$ cat config.mk
export PLATFORM = sky130hd
export DESIGN_NAME = puf_eval_sequencer
export DESIGN_NICKNAME = d
export VERILOG_FILES = /design/src/rtl/puf_eval_sequencer.sv
export SDC_FILE = /design/constraint.sdc
export NUM_CORES = 1
export LEC_CHECK = 0
export CELL_PAD_IN_SITES_DETAIL_PLACEMENT = 2
export CELL_PAD_IN_SITES_GLOBAL_PLACEMENT = 2
export CORE_MARGIN = 3
export CORE_UTILIZATION = 29
export DETAILED_ROUTE_END_ITERATION = 10
export GPL_TIMING_DRIVEN = 1
export PLACE_DENSITY = 0.68
export SKIP_CTS_REPAIR_TIMING = 1
export SYNTH_ARGS = -nofsm -noshare
export SYNTH_HDL_FRONTEND = slang
export SYNTH_SLANG_ARGS = --single-unit
$ cat constraint.sdc
create_clock -name clk -period 9.7 [get_ports clk]
set_input_delay 1.94 -clock clk [delete_from_list [all_inputs] [get_ports clk]]
set_output_delay 1.94 -clock clk [all_outputs]
set_load 0.01 [all_outputs]
$ cat src/rtl/puf_eval_sequencer.sv
// PUF evaluation sequencer: streams PDL configuration bytes in per response bit,
// triggers each evaluation, collects the response vector and writes it out bytewise.
module puf_eval_sequencer #(
  parameter int NUM_BITS             = 64,
  parameter int CFG_BYTES            = 16,
  parameter int TIMEOUT              = 255,
  parameter int INMEM_ADDRESS_WIDTH  = 17,
  parameter int OUTMEM_ADDRESS_WIDTH = 13
) (
  input  logic                            clk,
  input  logic                            reset,
  input  logic                            start,
  output logic                            busy,
  output logic                            done,
  output logic                            timeoutErr,
  output logic                            inputMemoryReadReq,
  input  logic                            inputMemoryReadAck,
  output logic [INMEM_ADDRESS_WIDTH-1:0]  inputMemoryReadAdd,
  input  logic                            inputMemoryReadDataValid,
  input  logic [7:0]                      inputMemoryReadData,
  output logic                            outputMemoryWriteReq,
  input  logic                            outputMemoryWriteAck,
  output logic [OUTMEM_ADDRESS_WIDTH-1:0] outputMemoryWriteAdd,
  output logic [7:0]                      outputMemoryWriteData,
  output logic [8*CFG_BYTES-1:0]          pufConfig,
  output logic [7:0]                      pufBitIndex,
  output logic                            pufStart,
  input  logic                            pufDone,
  input  logic                            pufResponse
);

  localparam int BCW = (CFG_BYTES > 1) ? $clog2(CFG_BYTES) : 1;
  localparam int NWB = NUM_BITS / 8;
  localparam int WIW = (NWB > 1) ? $clog2(NWB) : 1;
  localparam int TCW = $clog2(TIMEOUT + 1);

  typedef enum logic [2:0] {
    IDLE,
    RD_REQ,
    RD_WAIT,
    EVAL_START,
    EVAL_WAIT,
    WR_REQ,
    FINISH
  } state_t;

  state_t                 state_q, state_d;
  logic [7:0]             bit_q, bit_d;
  logic [BCW-1:0]         byte_q, byte_d;
  logic [8*CFG_BYTES-1:0] cfg_q, cfg_d;
  logic [NUM_BITS-1:0]    resp_q, resp_d;
  logic                   terr_q, terr_d;
  logic [TCW-1:0]         tcnt_q, tcnt_d;
  logic [WIW-1:0]         widx_q, widx_d;
  logic                   eval_exit;
  logic [7:0]             wdata;

  always_ff @(posedge clk or posedge reset) begin
    if (reset) begin
      state_q <= IDLE;
      bit_q   <= '0;
      byte_q  <= '0;
      cfg_q   <= '0;
      resp_q  <= '0;
      terr_q  <= 1'b0;
      tcnt_q  <= '0;
      widx_q  <= '0;
    end else begin
      state_q <= state_d;
      bit_q   <= bit_d;
      byte_q  <= byte_d;
      cfg_q   <= cfg_d;
      resp_q  <= resp_d;
      terr_q  <= terr_d;
      tcnt_q  <= tcnt_d;
      widx_q  <= widx_d;
    end
  end

  always_comb begin
    state_d   = state_q;
    bit_d     = bit_q;
    byte_d    = byte_q;
    cfg_d     = cfg_q;
    resp_d    = resp_q;
    terr_d    = terr_q;
    tcnt_d    = tcnt_q;
    widx_d    = widx_q;
    eval_exit = 1'b0;
    unique case (state_q)
      IDLE: begin
        if (start) begin
          state_d = RD_REQ;
          bit_d   = '0;
          byte_d  = '0;
          terr_d  = 1'b0;
          resp_d  = '0;
        end
      end
      RD_REQ: begin
        if (inputMemoryReadAck) state_d = RD_WAIT;
      end
      RD_WAIT: begin
        if (inputMemoryReadDataValid) begin
          for (int k = 0; k < CFG_BYTES; k++) begin
            if (byte_q == BCW'(k)) cfg_d[8*k +: 8] = inputMemoryReadData;
          end
          if (byte_q == BCW'(CFG_BYTES - 1)) begin
            state_d = EVAL_START;
          end else begin
            byte_d  = byte_q + BCW'(1);
            state_d = RD_REQ;
          end
        end
      end
      EVAL_START: begin
        tcnt_d  = '0;
        state_d = EVAL_WAIT;
      end
      EVAL_WAIT: begin
        // a done on the final counted cycle wins over the timeout
        if (pufDone) begin
          for (int i = 0; i < NUM_BITS; i++) begin
            if (bit_q == 8'(i)) resp_d[i] = pufResponse;
          end
          eval_exit = 1'b1;
        end else if (tcnt_q == TCW'(TIMEOUT - 1)) begin
          for (int i = 0; i < NUM_BITS; i++) begin
            if (bit_q == 8'(i)) resp_d[i] = 1'b0;
          end
          terr_d    = 1'b1;
          eval_exit = 1'b1;
        end else begin
          tcnt_d = tcnt_q + TCW'(1);
        end
        if (eval_exit) begin
          if (bit_q == 8'(NUM_BITS - 1)) begin
            widx_d  = '0;
            state_d = WR_REQ;
          end else begin
            bit_d   = bit_q + 8'd1;
            byte_d  = '0;
            state_d = RD_REQ;
          end
        end
      end
      WR_REQ: begin
        if (outputMemoryWriteAck) begin
          if (widx_q == WIW'(NWB - 1)) state_d = FINISH;
          else widx_d = widx_q + WIW'(1);
        end
      end
      FINISH: begin
        state_d = IDLE;
      end
      default: state_d = IDLE;
    endcase
  end

  always_comb begin
    wdata = '0;
    for (int j = 0; j < NWB; j++) begin
      if (widx_q == WIW'(j)) wdata = resp_q[8*j +: 8];
    end
  end

  assign busy                  = (state_q != IDLE);
  assign done                  = (state_q == FINISH);
  assign timeoutErr            = terr_q;
  assign inputMemoryReadReq    = (state_q == RD_REQ);
  assign inputMemoryReadAdd    = INMEM_ADDRESS_WIDTH'(bit_q) *
                                 INMEM_ADDRESS_WIDTH'(CFG_BYTES) +
                                 INMEM_ADDRESS_WIDTH'(byte_q);
  assign outputMemoryWriteReq  = (state_q == WR_REQ);
  assign outputMemoryWriteAdd  = OUTMEM_ADDRESS_WIDTH'(widx_q);
  assign outputMemoryWriteData = wdata;
  assign pufConfig             = cfg_q;
  assign pufBitIndex           = bit_q;
  assign pufStart              = (state_q == EVAL_START);

endmodule

After elaboration in Yosys (flattened, before gate mapping)
Cells that the tools add are included.
{"block": "word_totals", "inputBits": 16, "ff_bits": 219, "out_inout_bits": 180, "wordCells": 529}
{"block": "op_classes", "mux": 174, "n_reduce_logical": 95, "n_addsub": 5, "n_eq_ne": 169}
{"cell": "AND reduction 4 bit", "n": 66}
{"cell": "== test 8 x 6 -> 1 bit (second input constant)", "n": 32}
{"cell": "two-way mux 64 bit", "n": 3}
{"cell": "!= test 2 bit (second input constant)", "n": 73}
{"cell": "two-way mux 1 bit", "n": 134}
{"cell": "== test 8 x 5 -> 1 bit (second input constant)", "n": 16}
{"cell": "one-hot mux 64 bit (2 select lines)", "n": 1}
{"cell": "two-way mux 8 bit", "n": 13}
{"cell": "== test 8 x 4 -> 1 bit (second input constant)", "n": 8}
{"cell": "AND reduction 3 bit", "n": 17}
{"cell": "two-way mux 3 bit", "n": 11}
{"cell": "== test 4 bit (second input constant)", "n": 8}
{"cell": "== test 8 x 3 -> 1 bit (second input constant)", "n": 4}
{"cell": "one-hot mux 8 bit (2 select lines)", "n": 2}
{"cell": "== test 3 bit (second input constant)", "n": 7}
{"cell": "two-way mux 4 bit", "n": 5}
{"cell": "one-hot mux 3 bit (6 select lines)", "n": 1}
{"cell": "adder 8 x 1 -> 8 bit (second input constant)", "n": 2}
{"cell": "== test 4 x 3 -> 1 bit (second input constant)", "n": 4}
{"cell": "== test 8 x 2 -> 1 bit (second input constant)", "n": 2}
{"cell": "adder 12 x 4 -> 13 bit", "n": 1}
{"cell": "== test 3 x 2 -> 1 bit (second input constant)", "n": 4}
{"cell": "one-hot mux 4 bit (3 select lines)", "n": 1}
{"cell": "AND reduction 6 bit", "n": 2}
{"cell": "other kinds (18)", "n": 26}

Longest topological paths before layout
Gate-level depths: netlist of the first run.
{"block": "depth", "ltp_word": 9, "mapped_depth": 9, "mapped_depth_nobuf": 7}

Worst setup path after synthesis of the first run
OpenSTA, ideal clock, no wires.
{"block": "synth_timing", "path_type": "register -> output", "startpoint": "register widx_q[0]", "endpoint": "output port outputMemoryWriteData[1]", "n_path_buf": 1, "stages_incl_launch_ff": 9, "t_arrival_ps": 1779, "required_ps": 7760, "path_slack_ps": 5981, "cell_sequence": "dfrtp_1 > ha_1 > ha_1 > clkbuf_1 > nor2_1 > nand3b_1 > o211ai_1 > o21ai_0 > a22o_1"}
{"block": "synth_between", "elab_chain_len": 9}
{"element": "from (decl)", "line": "54", "text": "logic [WIW-1:0] widx_q, widx_d;"}
{"element": "from (signal assigned)", "line": "76", "text": "widx_q <= widx_d;"}
{"element": "logical NOT 3 bit", "line": "163", "text": "if (widx_q == WIW'(j)) wdata = resp_q[8*j +: 8];"}
{"element": "two-way mux 8 bit (7 in series)", "line": "163"}
{"element": "two-way mux 8 bit *", "line": "163"}
{"element": "to (decl)", "line": "24", "text": "output logic [7:0] outputMemoryWriteData,"}
Every way passes the cells marked *; elsewhere a longest branch is shown, timed or not.

Worst setup path after layout of the first run
{"block": "layout_timing", "startpoint": "register widx_q[2]", "endpoint": "output port outputMemoryWriteData[1]"}
The elaborated chain is that of the path after synthesis.

==> results of run 1 <==
==> critical path: stages (launching register included) <==
cell and delay, ns:
dfrtp_1 0.81, inv_1 0.28, ha_1 0.45, nor2_1 0.38, nand3b_1 0.14, o211ai_1 0.15, o21ai_0 0.12, a22o_1 0.19
clkdlybuf4s50_1 0.47
==> kinds of logic after synthesis <==
group,after synthesis,share of synthesized area
xor+xnor,6,0.00495
other cells,1,0.000353
mux,194,0.205
compound gates,167,0.0973
buf+inv,103,0.0484
flops,219,0.516
simple gates,240,0.109
fa+ha+maj,16,0.0188
==> layout make-up <==
cell class | instances | area [um2]
well taps | 461 | 577
clock buffers | 43 | 846
inverters | 14 | 60.1
flip-flops and latches | 219 | 5480
fillers | 3729 | 22200
multi-input cells | 638 | 4690
repair buffers | 186 | 1850
clock inverters | 7 | 103
==> layer usage <==
metal | routed length, um | up-vias | track usage
met3 | 3340 | 45 | 0.0812
met4 | 629 | 0 | 0.0335
met2 | 17400 | 174 | 0.314
met1 | 15300 | 4102 | 0.233
met5 | 0 | - | 0
li1 | - | 3592 | -
==> flip-flops by register name, summed over array words and instances (netlist names) <==
name / cells
pufConfig: 128
state_q: 3
resp_q: 64
tcnt_q: 8
timeoutErr: 1
pufBitIndex: 8
widx_q: 3
byte_q: 4
==> layout by cell type, fill, tap and decap left out, drive strengths merged, types with 8 or more instances in the layout <==
cell / n
dfrtp: 219
mux2: 191
clkdlybuf4s50: 180
nand2: 122
o21ai: 87
clkbuf: 43
nor2: 29
nand3: 25
a21oi: 16
ha: 16
conb: 15
inv: 15
nor2b: 12
a31oi: 11
o22ai: 11
nor3: 8
nand4: 8
and2: 8
==> power breakdown <==
| part | switching [mW] | total, mW | internal, mW |
|---|---|---|---|
| Sequential | 0.118 | 1.14 | 1.02 |
| Combinational | 0.541 | 0.969 | 0.428 |
| Clock | 0.414 | 1.06 | 0.650 |
| Total | 1.07 | 3.17 | 2.10 |
==> Yosys cell counts (5+ instances only) <==
| cell type | n | area [um2] |
|---|---|---|
| and3_1 | 7 | 43.8 |
| nor2_1 | 29 | 109 |
| clkbuf_1 | 51 | 191 |
| a21oi_1 | 16 | 80.1 |
| and2_1 | 5 | 31.3 |
| nor2b_1 | 12 | 75.1 |
| o21ai_0 | 87 | 435 |
| inv_1 | 14 | 52.6 |
| nand4_1 | 7 | 43.8 |
| nand2_1 | 122 | 458 |
| nand3_1 | 21 | 105 |
| nor3_1 | 8 | 40.0 |
| o22ai_1 | 11 | 68.8 |
| ha_1 | 16 | 200 |
| mux2_2 | 152 | 1710 |
| a31oi_1 | 11 | 68.8 |
| buf_4 | 32 | 240 |
| mux2_1 | 39 | 439 |
| buf_2 | 6 | 30.0 |
| nand2b_1 | 5 | 31.3 |
| dfrtp_1 | 219 | 5480 |
| a22oi_1 | 7 | 52.6 |
==> path summary, 6_finish.rpt <==
check	from	endpoint	slack [ns]	cells after the start
max in group asynchronous	reset	resp_q[24]	6.02	3
max reg2reg	state_q[2]	resp_q[38]	6.93	6
min reg2reg	pufConfig[40]	pufConfig[40]	0.50	1
min in group asynchronous	reset	pufConfig[42]	2.07	2
max	widx_q[2]	outputMemoryWriteData[1]	4.22	8
min	pufConfig[40]	pufConfig[40]	0.50	1
==> through the flow <==
| stage | instances | instance area [um2] |
|---|---|---|
| global route | 1568 | 13600 |
| global placement | 1518 | 12700 |
| floorplan | 960 | 10700 |
| finish | 1568 | 13600 |
| CTS | 1568 | 13600 |
| detailed placement | 1518 | 12700 |
==> out/metrics.cfg, run 1 <==
[status]
outcome = completed

[pwr]
p_per_area_nw_per_um2 = 233
ir_worst_vdd_mv = 0.147
power.total_mw = 3.17
power_leakage_nw = 6.19

[worst_setup_path]
crit_fanout = 23
required_ns = 7.76
path_class = flip-flop to output port
endpoint_kind = output port
start_kind = flip-flop
cp.arrival_ns = 3.54

[layout]
fin_util = 0.380
area.growth.synth_to_final_pct = 28.0
antennaDiodeCount = 0
drive_gt1_frac = 0.201
nets = 1118

[logic_synthesis]
synthArstFlopShare = 1.00
yosysSeqAreaShare = 0.516
syn-mean-instance-area_um2 = 11.2
synth_edf_count = 0
ys_ff_latch = 219
synth_warnings = 0
synth_flop_cell = dfrtp_1
synth_area_um2 = 10600
synth.distinct_cells = 58
synthCells = 946

[routing]
first_pass_iters = 4
routed_via_density = 5.05
drtIter0Drc = 384
vias = 7913
wl_mm = 36.6
ant_nets = 0
drcViolationCount = 0
wire_per_inst_um = 23.3

[global_routing]
grt.overflow.total = 0
grt_pass1_vias = 8984
grt_pass1_wl_mm = 56.9
antenna_found_initial = 0
grt_max_degree = 151
track_usage = 0.189

[placed_design]
dp_slack_ns = 4.85
dp.final_hpwl_mm = 24.8
gp_congestion = 0.798
io_buffers = 180

[clocking]
cts_tree = yes
cts-root-buf = clkbuf_16
path_clk_slew_ns = 0.06
cts_buffers = 27
cts_sinks = 219
clockBufferDepth = 3
clk_latency_ns = 0.56
htreeDepth = 1

[sta]
slew_violations = 0
final.period_utilization = 0.565
finalHoldViolCount = 0
worst_pin_slew_ns = 1.06
setup_viol = 0
rsz0062_at_grt = false
fin_skew_ns = 0.0236
fin_crit_ns = 5.48
tns_ns = 0
max_clock_freq_mhz = 183
whs_ns = 0.504
setup_slack_ns = 4.22
relSlewSlack = 0.291

[die]
core-area_um2 = 35800
io_pins = 196
die_area_um2 = 39000
die_w_um = 197
die_h_um = 197
initial_utilization = 0.296
placementRows = 69

[run]
max_cap_violations = 0

[hold_path]
hold_class = flip-flop to flip-flop

Note: power is estimated with default switching activity, not from simulation.
==> inputs of run 2 (changes only) <==
Clock period 9.7 ns to 5.1 ns, I/O delays scaled along.
==> run 2 against run 1 <==
Against the previous run:
- critical path depth did not move
- via count rose by 1.0%
- register-to-register slack got worse by 4.6 ns
- first-iteration DRC count fell by 35%
- power rose by 92%
- die area did not move
- cell count rose by 0.13%
- clock power rose by 96%
- hold slack got worse by 0.0053 ns
- design area rose by 0.41%
- largest power group unchanged
- highest routed layer unchanged
==> out/metrics.cfg, run 2 (synthesized netlist as in run 1, its figures left out) <==
[status]
outcome = completed

[run]
max_cap_violations = 0  ; unchanged

[die]
placementRows = 69  ; unchanged
io_pins = 196  ; unchanged
die_w_um = 197  ; unchanged
die_h_um = 197  ; unchanged
initial_utilization = 0.296  ; unchanged
core-area_um2 = 35800  ; unchanged
die_area_um2 = 39000  ; unchanged

[global_routing]
grt_pass1_wl_mm = 57.3  ; +0.62%
grt_max_degree = 81  ; -46%
grt_pass1_vias = 9062  ; +0.87%
track_usage = 0.190  ; +0.000904
antenna_found_initial = 0  ; unchanged
grt.overflow.total = 0  ; unchanged

[sta]
max_clock_freq_mhz = 220
rsz0062_at_grt = false
whs_ns = 0.499  ; -0.00529 ns
tns_ns = 0  ; unchanged
worst_pin_slew_ns = 1.16  ; +0.0935 ns
slew_violations = 0  ; unchanged
relSlewSlack = 0.229  ; -0.0624
finalHoldViolCount = 0  ; unchanged
fin_crit_ns = 4.55
fin_skew_ns = 0.0143  ; -0.00929 ns
setup_viol = 0  ; unchanged
final.period_utilization = 0.891

[routing]
first_pass_iters = 4  ; unchanged
wire_per_inst_um = 23.4  ; +0.39%
drcViolationCount = 0  ; unchanged
routed_via_density = 5.09  ; +0.89%
vias = 7994  ; +1.0%
wl_mm = 36.8  ; +0.52%
ant_nets = 0  ; unchanged
drtIter0Drc = 251  ; -35%

[layout]
drive_gt1_frac = 0.208  ; +0.00685
nets = 1120  ; +0.18%
mostFrequentLayoutCell = dfrtp_1
fill_cells = 3745  ; +0.43%
final_cell_mix = 218 x dfrtp_1, 180 x clkdlybuf4s50_1, 152 x mux2_2
area.growth.synth_to_final_pct = 28.6
largest_reg_flops = 128  ; unchanged
antennaDiodeCount = 0  ; unchanged

[worst_setup_path]
crit_fanout = 23  ; unchanged
cp.arrival_ns = 3.53  ; about the same
required_ns = 4.08  ; -3.68 ns
endpoint_kind = output port
path_class = flip-flop to output port
start_kind = flip-flop

[pwr]
power_frac_clock = 0.341  ; +0.005
seqPwrFrac = 0.355  ; -0.003
ir_worst_vdd_mv = 0.362  ; +150%
power_leakage_nw = 6.20  ; +0.26%
combPwrFrac = 0.304  ; -0.002
p_switching_mw = 2.08  ; +94%
switching_share = 0.342  ; +0.00316
p_per_area_nw_per_um2 = 447  ; +92%
internal-power_mw = 4.02  ; +92%

[clocking]
clockBufferDepth = 3  ; unchanged
htreeDepth = 1  ; unchanged
cts_tree = yes
cts-root-buf = clkbuf_16
cts_sinks = 219  ; unchanged
path_clk_slew_ns = 0.06  ; about the same
clk_latency_ns = 0.56  ; about the same
cts_buffers = 27  ; unchanged

[hold_path]
hold_class = flip-flop to flip-flop

[placed_design]
gp_congestion = 0.840  ; +5.3%
dp.final_hpwl_mm = 25.0  ; +0.77%
io_buffers = 180  ; unchanged

## run 2: routing by layer
layer	part of all wire	track usage	routed length, um
met1	0.41	0.230	15000
met5	0	0	0
met4	0.017	0.0351	639
met3	0.10	0.0860	3780
met2	0.47	0.316	17300
## run 2: power groups by stage
| stage | clock (mW) | combinational, mW | sequential (mW) |
|---|---|---|---|
| finish | 2.08 | 1.86 | 2.16 |
| detailed placement | 0 | 1.87 | 2.20 |
| floorplan | 0 | 1.17 | 2.13 |
| global placement | 0 | 1.83 | 2.19 |
| CTS | 2.14 | 1.88 | 2.17 |
| global route | 2.22 | 2.06 | 2.20 |
## run 2: area by class of cell
type,count,area (um2),share of cell area
Inverter,14,56.3,0.00412
Tap cell,461,577,0.0422
Multi-Input combinational cell,638,4690,0.343
Clock inverter,21,263,0.0192
Timing Repair Buffer,188,1890,0.138
Sequential cell,219,5480,0.401
Clock buffer,29,703,0.0515
## run 2: per-stage QoR
stage               utilization  cell area [um2]  setup WS (ns)  power, mW  std cells
finish                    0.381            13700          0.555       6.10       1570
global route              0.381            13700          0.290       6.48       1570
CTS                       0.381            13700          0.556       6.19       1570
detailed placement        0.354            12700           1.15       4.07       1520
global placement          0.354            12700           1.25       4.02       1520
floorplan                     -            10700           1.23       3.30        960
## run 2: path summary, 6_finish.rpt
path / slack (ns) / from / endpoint / depth (start not counted)
min: 0.50 / resp_q[22] / resp_q[22] / 1
max reg2reg: 2.38 / tcnt_q[0] / resp_q[37] / 8
min in group asynchronous: 0.88 / reset / pufConfig[30] / 2
max: 0.55 / widx_q[2] / outputMemoryWriteData[1] / 8
max in group asynchronous: 3.24 / reset / state_q[2] / 3
min reg2reg: 0.50 / resp_q[22] / resp_q[22] / 1
## run 2: critical path: stages, from the launching register on
cell	delay (ns)
dfrtp_1	0.83
inv_1	0.29
ha_1	0.45
nor2_1	0.37
nand3b_1	0.12
o211ai_1	0.14
o21ai_0	0.11
a22o_1	0.19
clkdlybuf4s50_1	0.47
==> inputs of run 3 (changes only) <==
Settings changed: DONT_BUFFER_PORTS set to 1, PLACE_DENSITY 0.68 to 0.57.
==> run 3 against run 2 <==
Against the previous run:
- critical path depth shrank 2
- clock-buffer cell count rose by 13
- first-iteration DRC count rose by 16%
- register-to-register slack got worse by 0.10 ns
- combinational power decreased by 22%
- die area did not move
- non-clock buffer count shrank 176
- clock power down 6%
==> out/metrics.cfg, run 3 (synthesized netlist as in run 1, its figures left out) <==
[hold_path]
hold_class = primary input to async pin

[layout]
final_cell_mix = 218 x dfrtp_1, 152 x mux2_2, 122 x nand2_1
area.growth.synth_to_final_pct = 11.4
layoutNonFillerInstCount = 1394  ; -11%
antennaDiodeCount = 0  ; unchanged
mostFrequentLayoutCell = dfrtp_1
fill_cells = 3773  ; +0.75%
largest_reg_flops = 128  ; unchanged
drive_gt1_frac = 0.247  ; +0.0382
nets = 944  ; -16%

[clocking]
path_clk_slew_ns = 0.06  ; about the same
cts-root-buf = clkbuf_16
cts_sinks = 219  ; unchanged
cts_tree = yes
htreeDepth = 1  ; unchanged
cts_buffers = 27  ; unchanged
clk_latency_ns = 0.55  ; about the same
clockBufferDepth = 3  ; unchanged

[global_routing]
grt.overflow.total = 0  ; unchanged
track_usage = 0.176  ; -0.0142
antenna_found_initial = 0  ; unchanged
grt_pass1_vias = 8074  ; -11%
grt_pass1_wl_mm = 52.8  ; -7.8%
grt_max_degree = 103  ; +27%

[placed_design]
placed_cells = 1344  ; -12%
gp_congestion = 0.725  ; -14%
dp.final_hpwl_mm = 23.5  ; -5.9%
io_buffers = 0  ; -100%

[die]
die_w_um = 197  ; unchanged
core-area_um2 = 35800  ; unchanged
die_h_um = 197  ; unchanged
initial_utilization = 0.296  ; unchanged
die_area_um2 = 39000  ; unchanged
placementRows = 69  ; unchanged
io_pins = 196  ; unchanged

[sta]
slew_violations = 0  ; unchanged
fin_crit_ns = 3.87  ; -0.674 ns
final.period_utilization = 0.759  ; -0.132
worst_pin_slew_ns = 0.985  ; -0.171 ns
rsz0062_at_grt = false
fin_skew_ns = 0.00686  ; -0.00746 ns
relSlewSlack = 0.343  ; +0.114
finalHoldViolCount = 0  ; unchanged
setup_viol = 0  ; unchanged
tns_ns = 0  ; unchanged
max_clock_freq_mhz = 258  ; +17%

[worst_setup_path]
timing.rr.start = tcnt_q[0]
start_kind = flip-flop
required_ns = 4.08  ; about the same
crit_fanout = 9  ; -61%
r2r_setup_slack_ns = 2.28  ; -0.10 ns
regToRegEndpoint = resp_q[3]
ff2ff_path_depth = 8  ; unchanged
cp.arrival_ns = 2.85  ; -0.68 ns
endpoint_kind = output port
path_class = flip-flop to output port

[routing]
wire_per_inst_um = 24.7  ; +5.4%
wl_mm = 34.4  ; -6.5%
ant_nets = 0  ; unchanged
routed_via_density = 5.20  ; +2.0%
drtIter0Drc = 291  ; +16%
drcViolationCount = 0  ; unchanged
first_pass_iters = 4  ; unchanged
vias = 7243  ; -9.4%

[pwr]
ir_worst_vdd_mv = 0.253  ; -30%
power_leakage_nw = 5.58  ; -10%
p_per_area_nw_per_um2 = 475  ; +6.3%

[run]
max_cap_violations = 0  ; unchanged

[status]
outcome = completed

run 3: cell types whose count changed in the layout (fill, tap and decap cells not counted), sizes merged:
cell / before / now
bufinv: 5 / 1
buf: 8 / 12
clkdlybuf4s50: 180 / 0
clkinv: 11 / 5
clkbuf: 29 / 42
clkinvlp: 5 / 2
run 3: final cells by class:
cell class / count / area (um2) / area share
well taps: 461 / 577 / 0.0487
inverters: 14 / 56.3 / 0.00476
repair buffers: 12 / 115 / 0.00973
multi-input cells: 638 / 4690 / 0.396
clock inverters: 8 / 82.6 / 0.00698
clock buffers: 42 / 832 / 0.0703
flip-flops and latches: 219 / 5480 / 0.463
run 3: how the worst max path moves through the flow:
stage / startpoint / endpoint / slack [ns] / cells past startpoint
after floorplan: reset / byte_q[0] / 1.23 / 1
after global placement: widx_q[0] / outputMemoryWriteData[7] / 1.71 / 6
after detailed placement: widx_q[0] / outputMemoryWriteData[7] / 1.67 / 6
after CTS: widx_q[0] / outputMemoryWriteData[7] / 1.08 / 6
after global routing: widx_q[0] / outputMemoryWriteData[6] / 0.99 / 6
final: widx_q[0] / outputMemoryWriteData[7] / 1.23 / 6
run 3: per-layer routing:
metal,wire (um),global-route usage
met4,679,0.0375
met1,13900,0.208
met2,16700,0.299
met3,3100,0.0752
met5,0,0
run 3: where the power goes:
part	internal (mW)	switching (mW)
registers	1.94	0.283
logic	0.540	0.908
clock network	1.17	0.776
total	3.65	1.97
run 3: metrics by stage:
step                      setup slack, ns   util  instance area (um2)  hold slack [ns]  power, mW
after floorplan                      1.23      -                10700            0.455       3.30
after global placement               1.71  0.305                10900            0.477       3.70
after detailed placement             1.67  0.305                10900            0.481       3.72
after CTS                            1.08  0.330                11800            0.472       5.73
after global routing                0.989  0.330                11800            0.500       5.99
final                                1.23  0.330                11800            0.479       5.62
run 3: worst max-delay path: stages, from the launching register on:
cell     delay, ns
dfrtp_1       0.53
ha_1          0.26
ha_1          0.49
inv_1         0.28
nand2_1       0.28
o22ai_1       0.13
a31oi_1       0.35
